File: config.mk
export PLATFORM = sky130hd
export DESIGN_NAME = alu_result_stage
export DESIGN_NICKNAME = d
export VERILOG_FILES = /design/src/rtl/alu_result_stage.sv
export SDC_FILE = /design/constraint.sdc
export NUM_CORES = 1
export LEC_CHECK = 0
export BUFFER_PORTS_ARGS = -buffer_cell sky130_fd_sc_hd__clkbuf_2
export CAP_MARGIN = 15
export CORE_MARGIN = 2
export CORE_UTILIZATION = 40
export CTS_CLUSTER_SIZE = 24
export DETAILED_ROUTE_END_ITERATION = 8
export RECOVER_POWER = 100
export SLEW_MARGIN = 20
export SYNTH_ARGS = -nofsm -noshare
export SYNTH_HDL_FRONTEND = slang
export SYNTH_SLANG_ARGS = --single-unit
File: constraint.sdc
create_clock -name clk -period 3.5 [get_ports clk]
set_clock_uncertainty 0.1 [all_clocks]
set_input_delay 0.7 -clock clk [delete_from_list [all_inputs] [get_ports clk]]
set_output_delay 0.7 -clock clk [all_outputs]
set_load 0.1 [all_outputs]
File: src/rtl/alu_result_stage.sv
// ALU result stage: a two-entry skid buffer that registers ALU results
// and keeps the architectural NZCV flags, a sticky overflow bit and a
// commit counter. All architectural state updates only when a result
// leaves the stage (out_valid && out_ready).
module alu_result_stage #(
  parameter int M = 5
) (
  input  logic         clk,
  input  logic         rst,
  input  logic         in_valid,
  output logic         in_ready,
  input  logic [M-1:0] in_y,
  input  logic [3:0]   in_flags,
  input  logic [2:0]   in_op,
  input  logic         in_flag_we,
  output logic         out_valid,
  input  logic         out_ready,
  output logic [M-1:0] out_y,
  output logic [3:0]   out_flags,
  output logic [2:0]   out_op,
  output logic [3:0]   flags_q,
  output logic         sticky_v,
  input  logic         clear_sticky,
  output logic [7:0]   commit_count
);

  logic         accept;
  logic         commit;
  logic         main_free;
  logic         main_we;
  logic         skid_full;
  logic         skid_full_next;
  logic [M-1:0] skid_y;
  logic [3:0]   skid_flags;
  logic [2:0]   skid_op;
  logic         skid_we;

  assign accept    = in_valid && in_ready;
  assign commit    = out_valid && out_ready;
  assign main_free = !out_valid || commit;

  // Skid occupancy for the next cycle; in_ready is registered from this so
  // it never sees out_ready combinationally.
  always_comb begin
    skid_full_next = skid_full;
    if (main_free) begin
      skid_full_next = skid_full && accept;
    end else if (accept) begin
      skid_full_next = 1'b1;
    end
  end

  // Main and skid registers: the main register refills from the skid entry
  // first so ordering is preserved, otherwise directly from the input.
  always_ff @(posedge clk or posedge rst) begin
    if (rst) begin
      out_valid  <= 1'b0;
      out_y      <= '0;
      out_flags  <= '0;
      out_op     <= '0;
      main_we    <= 1'b0;
      skid_full  <= 1'b0;
      skid_y     <= '0;
      skid_flags <= '0;
      skid_op    <= '0;
      skid_we    <= 1'b0;
      in_ready   <= 1'b1;
    end else begin
      skid_full <= skid_full_next;
      in_ready  <= !skid_full_next;
      if (main_free) begin
        if (skid_full) begin
          out_valid <= 1'b1;
          out_y     <= skid_y;
          out_flags <= skid_flags;
          out_op    <= skid_op;
          main_we   <= skid_we;
          if (accept) begin
            skid_y     <= in_y;
            skid_flags <= in_flags;
            skid_op    <= in_op;
            skid_we    <= in_flag_we;
          end
        end else begin
          out_valid <= accept;
          if (accept) begin
            out_y     <= in_y;
            out_flags <= in_flags;
            out_op    <= in_op;
            main_we   <= in_flag_we;
          end
        end
      end else if (accept) begin
        skid_y     <= in_y;
        skid_flags <= in_flags;
        skid_op    <= in_op;
        skid_we    <= in_flag_we;
      end
    end
  end

  // Architectural state driven by commits; a V=1 commit beats clear_sticky.
  always_ff @(posedge clk or posedge rst) begin
    if (rst) begin
      flags_q      <= '0;
      sticky_v     <= 1'b0;
      commit_count <= '0;
    end else begin
      if (commit) begin
        commit_count <= commit_count + 8'd1;
        if (main_we) begin
          flags_q <= out_flags;
        end
      end
      if (commit && out_flags[0]) begin
        sticky_v <= 1'b1;
      end else if (clear_sticky) begin
        sticky_v <= 1'b0;
      end
    end
  end

endmodule
==> flow_summary.ini <==
[outcome]
status = finished with violations
violations = max-capacitance violations

[clocking]
root_buffer = clkbuf_8
htreeDepth = 2
cts_hold_buf = 0
cts_sinks = 42
ctsResizeCount = 0
insertion_delay_ns = 0.29
cts_setup_buffers = 0
cts_buffer_depth = 2
clkTransAtPathRegs_ns = 0.08
cts_made_buffers = 5
cts_tree = built

[setup_path]
cp-start-kind = flop
worst_setup_path_end_kind = flop
worst-path-max-fanout = 16
worstPathArrival_ns = 2.69
reg2reg_depth = 2
rr_endpoint = skid_op[2]
crit_chain = o211ai_1, mux2_2
r2r-start = skid_full
cp.required_ns = 3.57
cpPeakStageDelay_ns = 1.29
slowest_stage = o211ai_1
r2r_slack_ns = 0.87
critPathKind = reg -> reg

[layout]
fin_nets = 187
regArea_sq_mm = 0.001052
fillers = 463
drive_gt1_share_pct = 36.09
syn2layout_area_growth_pct = 10.71
multiInputGateArea_sq_um = 726.9
antenna_cells = 0

[sta]
slew_viol_final = 0
fmax_mhz = 380.4
tightestPinTransition_ns = 1.481
fin_ws_ns = 0.8710
rsz0062_at_grt = false
hold_violations = 0
slew_headroom_pct = 0.8420
min_period_over_period_pct = 75.11
setup_tns_ns = 0
finalSetupViolCount = 0
layout_min_cycle_time_ns = 2.629

[place]
io_buffers = 44
pre_cts_ws_ns = 1.101
dpl.hpwl_um = 2412
gp_congestion = 0.7774

[yosys]
synth-edff-count = 0
synth_commonest_cells = dfrtp_1, mux2_4, mux2_2
synth_most_common_cell = dfrtp_1
yosys.area.top_type = dfrtp_1
synthCells = 121
synth_seq_area_share_pct = 54.57
synthArstFlopShare_pct = 100.0
synth_warnings = 0
synth_area_leaders = dfrtp_1, mux2_4, mux2_2
ys.flop_type = dfrtp_1
syn_area_per_cell_sq_um = 15.93
synth_area_sq_mm = 0.001928
synth-seq-cells = 42
synth.distinct_cells = 22
synth_nets = 140
synth_top_area_share_pct = 53.21

[drt]
wl_met3_um = 212
drt_wl_total_um = 3332
dr_wl_met2_um = 1548
wl_met1_um = 1524
avgViaCountPerCell = 4.969
num_vias = 1108
routedWlPerCell_um = 14.94
drt-initial-drc-count = 45
top_layer = met4
drc = 0
final_antenna_net_count = 0
firstDrtPassIters = 4

[global_route]
grt_pass1_wl_um = 5526
gr-total-overflow = 0
antenna_found_initial = 0
grt_pass1_vias = 1146
grt_max_degree = 23
grt_use_total_pct = 13.54

[floorplan]
coreArea_sq_mm = 0.004692
start_util_pct = 41.09
row_count = 25
die-area_sq_mm = 0.005392
die_w_um = 73.43
pin_count = 45
die_y_um = 73.43

[worst_hold_path]
min_path_type = in -> async

[run]
drv_cap = 1
-- state kept, by name, indices dropped and copies added, names as in the netlist --
name          count
out_valid         1
skid_flags        4
commit_count      8
main_we           1
skid_op           3
skid_we           1
sticky_v          1
skid_full         1
in_ready          1
skid_y            5
out_op            3
flags_q           4
out_flags         4
out_y             5
-- cell usage in the layout (no fill, tap or decap), types with 2 or more instances in the layout --
cell	n
clkbuf_8	6
xnor2_1	6
nand4_1	4
clkbuf_1	30
nand2_1	6
mux2_4	11
mux2_2	24
dfrtp_1	41
clkbuf_2	16
and3_1	2
mux2_1	9
and2_0	2
-- worst max-delay path: cells and delay by family, from the launching register on --
kind	cells	cell delay, ns
AOI/OAI and AO/OA	1	1.29
DFF	1	0.68
muxes	1	0.43
-- final cells by class --
class	count	area share (%)
Timing Repair Buffer	45	8.851
Multi-Input combinational cell	72	34.06
Sequential cell	42	49.30
Tap cell	54	3.165
Inverter	2	0.3517
Clock buffer	7	4.045
Clock inverter	1	0.2345
-- worst max-delay path by stage --
stage | slack [ns] | cells past startpoint | start | end
6_report | 0.87 | 2 | skid_full | skid_op[2]
5_1_grt | 0.71 | 2 | skid_full | skid_op[0]
4_1_cts | 1.09 | 3 | skid_full | out_op[2]
3_5_place_dp | 1.10 | 3 | skid_full | out_op[2]
3_3_place_gp | 1.20 | 3 | skid_full | out_flags[3]
2_1_floorplan | 1.42 | 4 | out_valid | skid_flags[0]
-- logic make-up (layout without fill, tap and decap cells) --
kind of cell    count (synthesis)  in the layout  share of synthesized area [%]
compound gates                  3              3                          1.817
buf+inv                         7             55                          3.569
mux                            44             44                          30.95
simple gates                   17             17                          5.256
fa+ha+maj                       1              1                         0.6488
xor+xnor                        7              7                          3.180
flops                          42             42                          54.57
-- routing by layer --
layer | GRT usage (%) | up-vias
met4 | 4.242 | 0
met3 | 4.801 | 7
met2 | 20.02 | 34
li1 | - | 521
met1 | 18.68 | 546
met5 | 0 | -
-- per-stage QoR --
step                      area, sq um  util (%)  std cells  hold slack, ns
after detailed placement         2162     46.08        215          0.3763
after CTS                        2253     48.03        223          0.3370
after global placement           2162     46.08        215          0.3603
after global routing             2135     45.49        223          0.3580
after floorplan                  1928         -        121          0.3736
final                            2135     45.49        223          0.3095
Power is left out: the tool's default activity adds up to more than one toggle a clock period on the data nets, which glitch-free logic cannot reach.
